## config.mk

```make
export PLATFORM = sky130hd
export DESIGN_NAME = mio_responder
export DESIGN_NICKNAME = d
export VERILOG_FILES = /design/src/rtl/mio_responder.sv
export SDC_FILE = /design/constraint.sdc
export NUM_CORES = 1
export LEC_CHECK = 0
export ABC_CLOCK_PERIOD_IN_PS = 3200
export CORE_MARGIN = 2
export CORE_UTILIZATION = 59
export CTS_CLUSTER_SIZE = 25
export DETAILED_ROUTE_END_ITERATION = 8
export DONT_BUFFER_PORTS = 1
export GPL_ROUTABILITY_DRIVEN = 0
export HOLD_SLACK_MARGIN = 0.03
export PLACE_DENSITY = 0.75
export SLEW_MARGIN = 25
export SYNTH_ARGS = -nofsm -noshare
export SYNTH_HDL_FRONTEND = slang
export SYNTH_SLANG_ARGS = --single-unit
export TNS_END_PERCENT = 20
```

## constraint.sdc

```tcl
create_clock -name clk -period 3.2 [get_ports clk]
set_input_delay 0.16 -clock clk [delete_from_list [all_inputs] [get_ports clk]]
set_output_delay 0.16 -clock clk [all_outputs]
set_load 0.005 [all_outputs]
```

## src/rtl/mio_responder.sv

```systemverilog
// Memory/IO bus responder: decodes CPU loads/stores to RAM, GPIO or timer and
// returns read data with a one-cycle MIO_ready acknowledge after a fixed latency.
module mio_responder #(
   parameter int unsigned RAM_WAIT = 2,
   parameter int unsigned RAM_AW   = 10
) (
   input  logic              clk,
   input  logic              rst,
   input  logic              CPU_MIO,
   input  logic              MemRW,
   input  logic [31:0]       Addr_in,
   input  logic [31:0]       Data_wr,
   output logic [31:0]       Data_rd,
   output logic              MIO_ready,
   output logic [RAM_AW-1:0] ram_addr,
   output logic [31:0]       ram_din,
   output logic              ram_we,
   input  logic [31:0]       ram_dout,
   input  logic [15:0]       sw_in,
   output logic [15:0]       led_out,
   output logic              bus_err
);

   typedef enum logic [1:0] {S_IDLE, S_RWAIT, S_ACK} state_t;
   typedef enum logic [1:0] {R_RAM, R_GPIO, R_TMR, R_NONE} region_t;

   localparam logic [31:0] GPIO_ADDR = 32'hE000_0000;
   localparam logic [31:0] TMR_ADDR  = 32'hF000_0000;
   localparam logic [3:0]  WAIT_INIT = 4'(RAM_WAIT);

   state_t            state, state_nx;
   region_t           req_region, region_q, acc_region;
   logic              rw_q, acc_rw, ack_entry;
   logic [31:0]       data_q, timer;
   logic [RAM_AW-1:0] addr_q;
   logic [3:0]        wait_cnt;

   always_comb begin
      if (Addr_in[31:RAM_AW+2] == '0)
         req_region = R_RAM;
      else if (Addr_in == GPIO_ADDR)
         req_region = R_GPIO;
      else if (Addr_in == TMR_ADDR)
         req_region = R_TMR;
      else
         req_region = R_NONE;
   end

   // IO accesses enter ACK straight from IDLE, so the access being acked is the
   // live request there and the latched one when coming from RWAIT.
   always_comb begin
      state_nx   = state;
      ack_entry  = 1'b0;
      acc_region = region_q;
      acc_rw     = rw_q;
      case (state)
         S_IDLE: begin
            acc_region = req_region;
            acc_rw     = MemRW;
            if (CPU_MIO) begin
               if (req_region == R_RAM) begin
                  state_nx = S_RWAIT;
               end else begin
                  state_nx  = S_ACK;
                  ack_entry = 1'b1;
               end
            end
         end
         S_RWAIT: begin
            if (wait_cnt == 4'd1) begin
               state_nx  = S_ACK;
               ack_entry = 1'b1;
            end
         end
         S_ACK:   state_nx = S_IDLE;
         default: state_nx = S_IDLE;
      endcase
   end

   always_ff @(posedge clk) begin
      if (!rst) begin
         state    <= S_IDLE;
         region_q <= R_NONE;
         rw_q     <= 1'b0;
         data_q   <= '0;
         addr_q   <= '0;
         wait_cnt <= '0;
         Data_rd  <= '0;
         led_out  <= '0;
         timer    <= '0;
         bus_err  <= 1'b0;
      end else begin
         state <= state_nx;
         if (state == S_IDLE && CPU_MIO) begin
            region_q <= req_region;
            rw_q     <= MemRW;
            data_q   <= Data_wr;
            addr_q   <= Addr_in[RAM_AW+1:2];
            wait_cnt <= WAIT_INIT;
         end else if (state == S_RWAIT) begin
            wait_cnt <= wait_cnt - 4'd1;
         end
         if (ack_entry && !acc_rw) begin
            case (acc_region)
               R_RAM:   Data_rd <= ram_dout;
               R_GPIO:  Data_rd <= {16'h0000, sw_in};
               R_TMR:   Data_rd <= timer;
               default: Data_rd <= '0;
            endcase
         end
         if (ack_entry && acc_region == R_NONE)
            bus_err <= 1'b1;
         if (state == S_ACK && rw_q && region_q == R_GPIO)
            led_out <= data_q[15:0];
         // A timer store overrides the free-running increment.
         if (state == S_ACK && rw_q && region_q == R_TMR)
            timer <= data_q;
         else
            timer <= timer + 32'd1;
      end
   end

   assign MIO_ready = (state == S_ACK);
   assign ram_we    = (state == S_ACK) && rw_q && (region_q == R_RAM);
   assign ram_addr  = addr_q;
   assign ram_din   = data_q;

endmodule

```

After elaboration in Yosys (flattened, before gate mapping):

Index checks and enable logic that the tools add are counted.

* add/sub/neg operators: 2
* equal/unequal tests: 12
* muxes and demuxes: 17
* bitwise logic cells: 1
* reductions and logical operators: 16

Operators with widths (number)
* 32-bit case mux with 3 select lines: 1
* 32-bit equality test, second input constant: 2
* 32-bit by 1-bit adder with 32-bit output, second input constant: 1
* 32-bit two-way mux: 1
* 20-bit logical NOT: 1
* 2-bit two-way mux: 8
* 2-bit equality test, second input constant: 4
* 2-bit logical NOT: 4
* 1-bit logical AND: 7
* 2-bit by 1-bit equality test with 1-bit output, second input constant: 3
* 1-bit two-way mux: 5
* 4-bit by 1-bit equality test with 1-bit output, second input constant: 1
* 2-bit inequality test, second input constant: 2
* 2-bit case mux with 2 select lines: 1
* 4-bit by 1-bit subtractor with 4-bit output, second input constant: 1
* 1-bit case mux with 2 select lines: 1
* 2-bit AND reduction: 1
* 2-bit nonzero test: 1
* 2-bit OR reduction: 1
* 1-bit logical NOT: 1
* 1-bit inverter: 1

* flip-flop bits (word level): 132
* input port bits: 116
* output and inout bits: 93
* word-level logic and storage cells: 59

Longest topological paths before layout:

Gate-level depths: netlist of run 1.

* word-level depth: 9
* gate-level depth with buffers: 11
* gate-level depth less buffers: 7

Worst setup path after synthesis of run 1:

Ideal clock, no wire load.

* kind: flip-flop to flip-flop
* start point: register state[0]
* end point: register Data_rd[10]
* setup time: 0.060 ns
* data arrival time: 2.323 ns
* required time: 3.140 ns
* setup slack: 0.818 ns
* cell stages (with the launch flop): 11
* buffers on the path: 4
* clock period less this slack: 2.382 ns
* path through: dfxtp_1 -> clkbuf_1 -> or2_2 -> nor4_4 -> o211ai_1 -> or3b_1 -> buf_2 -> nor2b_1 -> buf_4 -> buf_6 -> a221o_1

* longest elaborated chain between the ends: 4
* elaborated cells on any way between the ends: 11
* classes of those cells: 3 x eq/ne; 4 x mux; 4 x reduce/logical

RTL lines
* start: declaration: line 31 `state_t state, state_nx;`
* start signal: assignment: line 93 `state <= state_nx;`
* 2-bit logical NOT: line 56 `case (state)`
* 2-bit two-way mux / 1-bit two-way mux (equally long branches): line 56
* 2-bit equality test, or another cell as far along: line 104 `case (acc_region)`
* 32-bit case mux with 3 select lines / 1-bit logical AND (equally long branches): line 104, 103
* end signal: assignment: line 105 `R_RAM: Data_rd <= ram_dout;`
* end signal: assignment: line 106 `R_GPIO: Data_rd <= {16'h0000, sw_in};`
* end signal: assignment: line 107 `R_TMR: Data_rd <= timer;`
* end: declaration: line 13 `output logic [31:0] Data_rd,`

Several ways; a longest one is shown, not always the timed one.
A chain may end at the register's enable or synchronous reset.

Worst setup path in the final report of run 1:

* start point: register state[0]
* end point: register Data_rd[14]

Same word-level chain as after synthesis.

==> results of run 1 <==
## cell families after synthesis
kind of cell | after synthesis | share of synthesized area
mux | 36 | 0.0616
flops | 132 | 0.451
buf+inv | 55 | 0.0378
compound gates | 166 | 0.188
fa+ha+maj | 3 | 0.00640
xor+xnor | 30 | 0.0448
simple gates | 274 | 0.211
## critical path: stages (launching register included)
cell     delay [ns]
dfxtp_1        0.40
nor2_1         0.42
o31a_1         0.22
o21a_1         0.56
or3b_1         0.20
buf_4          0.20
nor2b_1        0.06
buf_4          0.19
a221o_1        0.30
## flip-flops by register name (all words and copies together) (netlist names)
signal and count:
Data_rd 32, ram_din 32, timer 32, led_out 16
ram_addr 10, wait_cnt 4, region_q 2, state 2
bus_err 1, rw_q 1
## metrics by stage
stage / setup WS, ns / area, um^2
CTS: 0.573 / 7290
finish: 0.520 / 7290
detailed placement: 0.556 / 5970
global placement: 0.650 / 5970
global route: 0.315 / 7290
floorplan: 0.818 / 5870
## final cells by class
cell class,instances,area share
sequential,132,0.362
clock inverter,12,0.0276
inverter,6,0.00309
clock buffer,19,0.0605
timing repair buffer,82,0.108
multi-input combinational,509,0.416
tap,133,0.0228
## per-layer routing
layer	share of wire	routed length, um
met5	0	0
met3	0.099	1750
met1	0.42	7360
met2	0.47	8240
met4	0.020	359
## final timing paths
path | from | end | slack, ns
setup / recovery | state[0] | Data_rd[14] | 0.52
hold / removal | sw_in[11] | Data_rd[11] | 0.04
setup reg to reg | state[0] | Data_rd[14] | 0.52
hold reg to reg | ram_addr[8] | ram_addr[8] | 0.47
## power groups by stage
stage | Clock [uW] | Combinational [uW] | Sequential [uW]
floorplan | 0 | 151 | 1750
global placement | 0 | 177 | 1770
detailed placement | 0 | 184 | 1770
CTS | 2110 | 255 | 1740
global route | 2180 | 288 | 1740
finish | 2100 | 264 | 1740
## cell usage in the layout (no fill, tap or decap), types with 13 or more instances in the layout
cell	n
nor2_1	62
a211oi_1	23
dlygate4sd3_1	68
nand2_1	130
a221o_1	16
xnor2_1	17
a21oi_1	54
mux2i_1	35
xor2_1	13
a311oi_1	16
buf_4	14
o21ai_0	27
nand3_1	32
clkbuf_16	16
a22oi_1	19
dfxtp_1	132
## repair_timing
item	in CTS	in global routing
hold endpoints to repair	80	0
buffers inserted	0	0
hold buffers	68	0
==> results.toml, run 1 <==
[grt]
grt_max_degree = 60
top_usage_layer = "met2"
met1_usage = 0.410
grt_first_pass_wirelength_um = 28200
overflow = 0
grt_use_total = 0.323
antenna_found_initial = 0
use_met2 = 0.518
use_met3 = 0.107
grt_pass1_vias = 5383

[floorplan]
rows = 36
die_w_um = 104
core_um2 = 9730
start_util = 0.603
dieArea_um2 = 10800
io_pins = 209
dieHeight_um = 104

[timing]
setup_viol = 0
max_freq_ghz = 0.373
rsz0062_at_grt = "false"
hold_viol = 0
tightest_slew_ns = 0.766
finalCritPeriodShare = 0.837
drv_slew = 0
post-route-min-period_ns = 2.68
fin_worst_skew_ns = 0.00594
holdWs_ns = 0.0386
slew_headroom = 0.488
fin_setup_tns_ns = 0

[routing]
initialDrtViolationCount = 463
wl_per_cell_um = 19.8
via_per_inst = 6.18
antenna_left = 0
drc_errors = 0
dr_total_vias = 5520
postRouteWirelength_um = 17700
firstDrtPassIters = 6

[clock_tree]
clock_latency_ns = 0.52
clk_path_buf_depth = 2
htree_levels = 4
cts_buffers = 17
cts_tree = "done"
cts_resized = 0
cts.sinks = 132
clk_pin_slew_ns = 0.06
root_buffer = "clkbuf_8"

[finish]
final_core_util = 0.750
drive_above_1_share = 0.0763
multi_input_area_um2 = 3030
seq_area_um2 = 2640
nFillCells = 706
antenna_cells = 0
final_nets = 867
final_cells = 893
area_delta_synth_final_pct = 24.4

[synth]
synth_most_common_cell = "dfxtp_1"
synth_flop_cell = "dfxtp_1"
ys_seq_area_frac = 0.451
yosys_warnings = 0
synth_edf_count = 0
synthArstFlopShare = 0
syn_inst = 696
synthesis.area_um2 = 5870
avgSynthCellArea_um2 = 8.43
synth_area_leaders = "dfxtp_1, nand2_1, mux2i_1"
ys_seq_elements = 132
yosysTopAreaCell = "dfxtp_1"
syn-num-nets = 815
synth_top_cell_area_share = 0.451
synthTopCellsByCount = "dfxtp_1, nand2_1, nor2_1"
yosysUniqueCellTypes = 48

[outcome]
status = "completed"

[place]
dp_cells = 794
io_buffer_count = 0
dp_hpwl_um = 11500

[pwr]
power_density_nw_per_um2 = 562
p_total_uw = 4100
ir_worst_vdd_mv = 0.367
intPower_uw = 3190
leakage_uw = 0.00270
p_clk_frac = 0.511
combPwrFrac = 0.064
net-switching-power_uw = 913
p_seq_frac = 0.424
p_sw_frac = 0.223

[setup_path]
crit_fanout = 18
required_ns = 3.60
cp_data_arrival_time_ns = 3.08
critPathKind = "reg2reg"
reg2reg_depth = 8
end_kind = "register"
start_kind = "register"

[run]
maxCapViolCount = 0

[hold_path]
min_delay_path_depth = 3
hold_class = "in2reg"
No activity file was read; power rests on OpenSTA's default activity.
==> run 2, diff against run 1 <==
Settings changed: ABC_CLOCK_PERIOD_IN_PS 3200 to 2200, CORE_UTILIZATION 59 to 57.
Clock period 3.2 ns to 2.2 ns, I/O delays scaled along.
==> run 2 against run 1 <==
  * Maximum frequency grew 25%
  * Core utilization up 0.55 points
  * Flip-flop and latch count unchanged
  * Sequential power increased by 45%
  * Design area rose by 5.0%
  * Total power grew 38%
  * Setup slack lost 0.46 ns
  * Global-route usage is 0.58 points lower
  * Combinational power up 66%
  * Clock-buffer cell count up 1
  * Largest cell class unchanged
==> results.toml, run 2 (synthesis gave the netlist of run 1 again) <==
[floorplan]
start_util = 0.579
rows = 37
dieHeight_um = 105
dieArea_um2 = 11100
die_w_um = 105
core_um2 = 10100
io_pins = 209

[setup_path]
cp_data_arrival_time_ns = 2.53
start_kind = "register"
max_stage_delay_ns = 0.45
path_depth = 6
reg2reg_depth = 6
critPathKind = "reg2reg"
crit_chain = "nand4_1 > or3_1 > nand3b_1 > nor3_1 > xnor2_1 > a21oi_1"
end_kind = "register"
crit_family = "simple AND/OR/NAND/NOR gates"
crit_slowest_cell = "dfxtp_1"
cp_num_buf_inv = 0
crit_fanout = 7
required_ns = 2.59

[finish]
nFillCells = 687
drive_above_1_share = 0.0984
final_nets = 909
antenna_cells = 0
design_area_um2 = 7660
final_cells = 939
seq_area_um2 = 2640
area_delta_synth_final_pct = 30.5
final_cell_mix = "dfxtp_1, nand2_1, dlygate4sd3_1, nor2_1, a21oi_1"
multi_input_area_um2 = 3050
final_common_cell = "dfxtp_1"

[clock_tree]
clock_latency_ns = 0.52
cts_buffers = 17
root_buffer = "clkbuf_8"
clk_path_buf_depth = 2
cts_tree = "done"
htree_levels = 4
clk_pin_slew_ns = 0.06
cts.sinks = 132

[routing]
via_per_inst = 6.10
dr_total_vias = 5728
drc_errors = 0
firstDrtPassIters = 5
postRouteWirelength_um = 18100
initialDrtViolationCount = 615
wl_per_cell_um = 19.2
antenna_left = 0

[timing]
fin_worst_skew_ns = 0.00725
tightest_slew_ns = 0.897
drv_slew = 0
setup_viol = 0
slew_headroom = 0.402
max_freq_ghz = 0.467
rsz0062_at_grt = "true"
fin_setup_tns_ns = 0
hold_viol = 0
finalCritPeriodShare = 0.974
post-route-min-period_ns = 2.14

[place]
placed_area_um2 = 6160
dp_hpwl_um = 11700
dp_cells = 815
io_buffer_count = 0

[grt]
overflow = 0
grt_max_degree = 90
grt_pass1_vias = 5489
antenna_found_initial = 0
grt_use_total = 0.317
grt_first_pass_wirelength_um = 28000

[run]
maxCapViolCount = 0

[pwr]
power_density_nw_per_um2 = 740
leakage_uw = 0.00287
ir_worst_vdd_mv = 0.572

[outcome]
status = "completed"

[hold_path]
hold_class = "in2reg"
min_delay_path_depth = 3
run 2: changes by cell type in the layout (fill, tap and decap cells not counted), sizes merged:
cell | previous run | this run
bufinv | 5 | 2
dlygate4sd3 | 68 | 91
buf | 14 | 33
clkinv | 4 | 5
clkinvlp | 2 | 4
clkbuf | 19 | 20
run 2: metrics by stage:
stage	total power, uW	hold WS, ns	setup slack [ns]	utilization
after floorplan	2770	0.246	-0.0536	-
after global placement	2860	0.178	0.0339	0.608
after detailed placement	2870	0.182	-0.157	0.608
after CTS	5680	0.0327	0.0982	0.754
after global routing	5820	0.0466	-0.0489	0.755
final	5670	0.0461	0.0578	0.755
run 2: metal layers:
layer	share of wire	wire, um	GRT usage
met5	0	0	0
met4	0.024	431	0.117
met3	0.10	1810	0.103
met2	0.47	8400	0.505
met1	0.41	7410	0.402
run 2: repair_timing:
| item | CTS | global route |
|---|---|---|
| hold buffers | 91 | 0 |
| gates resized for setup | 1 | 2 |
| hold endpoints to repair | 90 | 0 |
| setup buffers | 0 | 1 |
| endpoints found under the setup margin | 15 | 22 |
run 2: report_power, final:
part | total, uW | leakage (uW) | switching, uW | internal (uW)
Clock | 2700 | 0.000267 | 1060 | 1640
Combinational | 439 | 0.00153 | 219 | 220
Sequential | 2530 | 0.00107 | 77.2 | 2450
run 2: layout make-up:
cell class,count,share of cell area
Sequential cell,132,0.345
Clock inverter,12,0.0172
Multi-Input combinational cell,509,0.398
Inverter,6,0.00294
Timing Repair Buffer,124,0.158
Clock buffer,20,0.0569
Tap cell,136,0.0222
run 2: worst register-to-register path, delay by kind of cell (launching register included):
family | cells | cell delay (ns)
flip-flops | 1 | 0.45
AND/OR/NAND/NOR | 4 | 1.32
XOR/XNOR | 1 | 0.16
AO/OA/AOI/OAI | 1 | 0.09
run 2: path summary, 6_finish.rpt:
path	end	startpoint	slack [ns]
worst min register to register	rw_q	rw_q	0.48
worst min-delay path	Data_rd[6]	sw_in[6]	0.05
worst max register to register	timer[30]	timer[13]	0.06
worst max-delay path	timer[30]	timer[13]	0.06
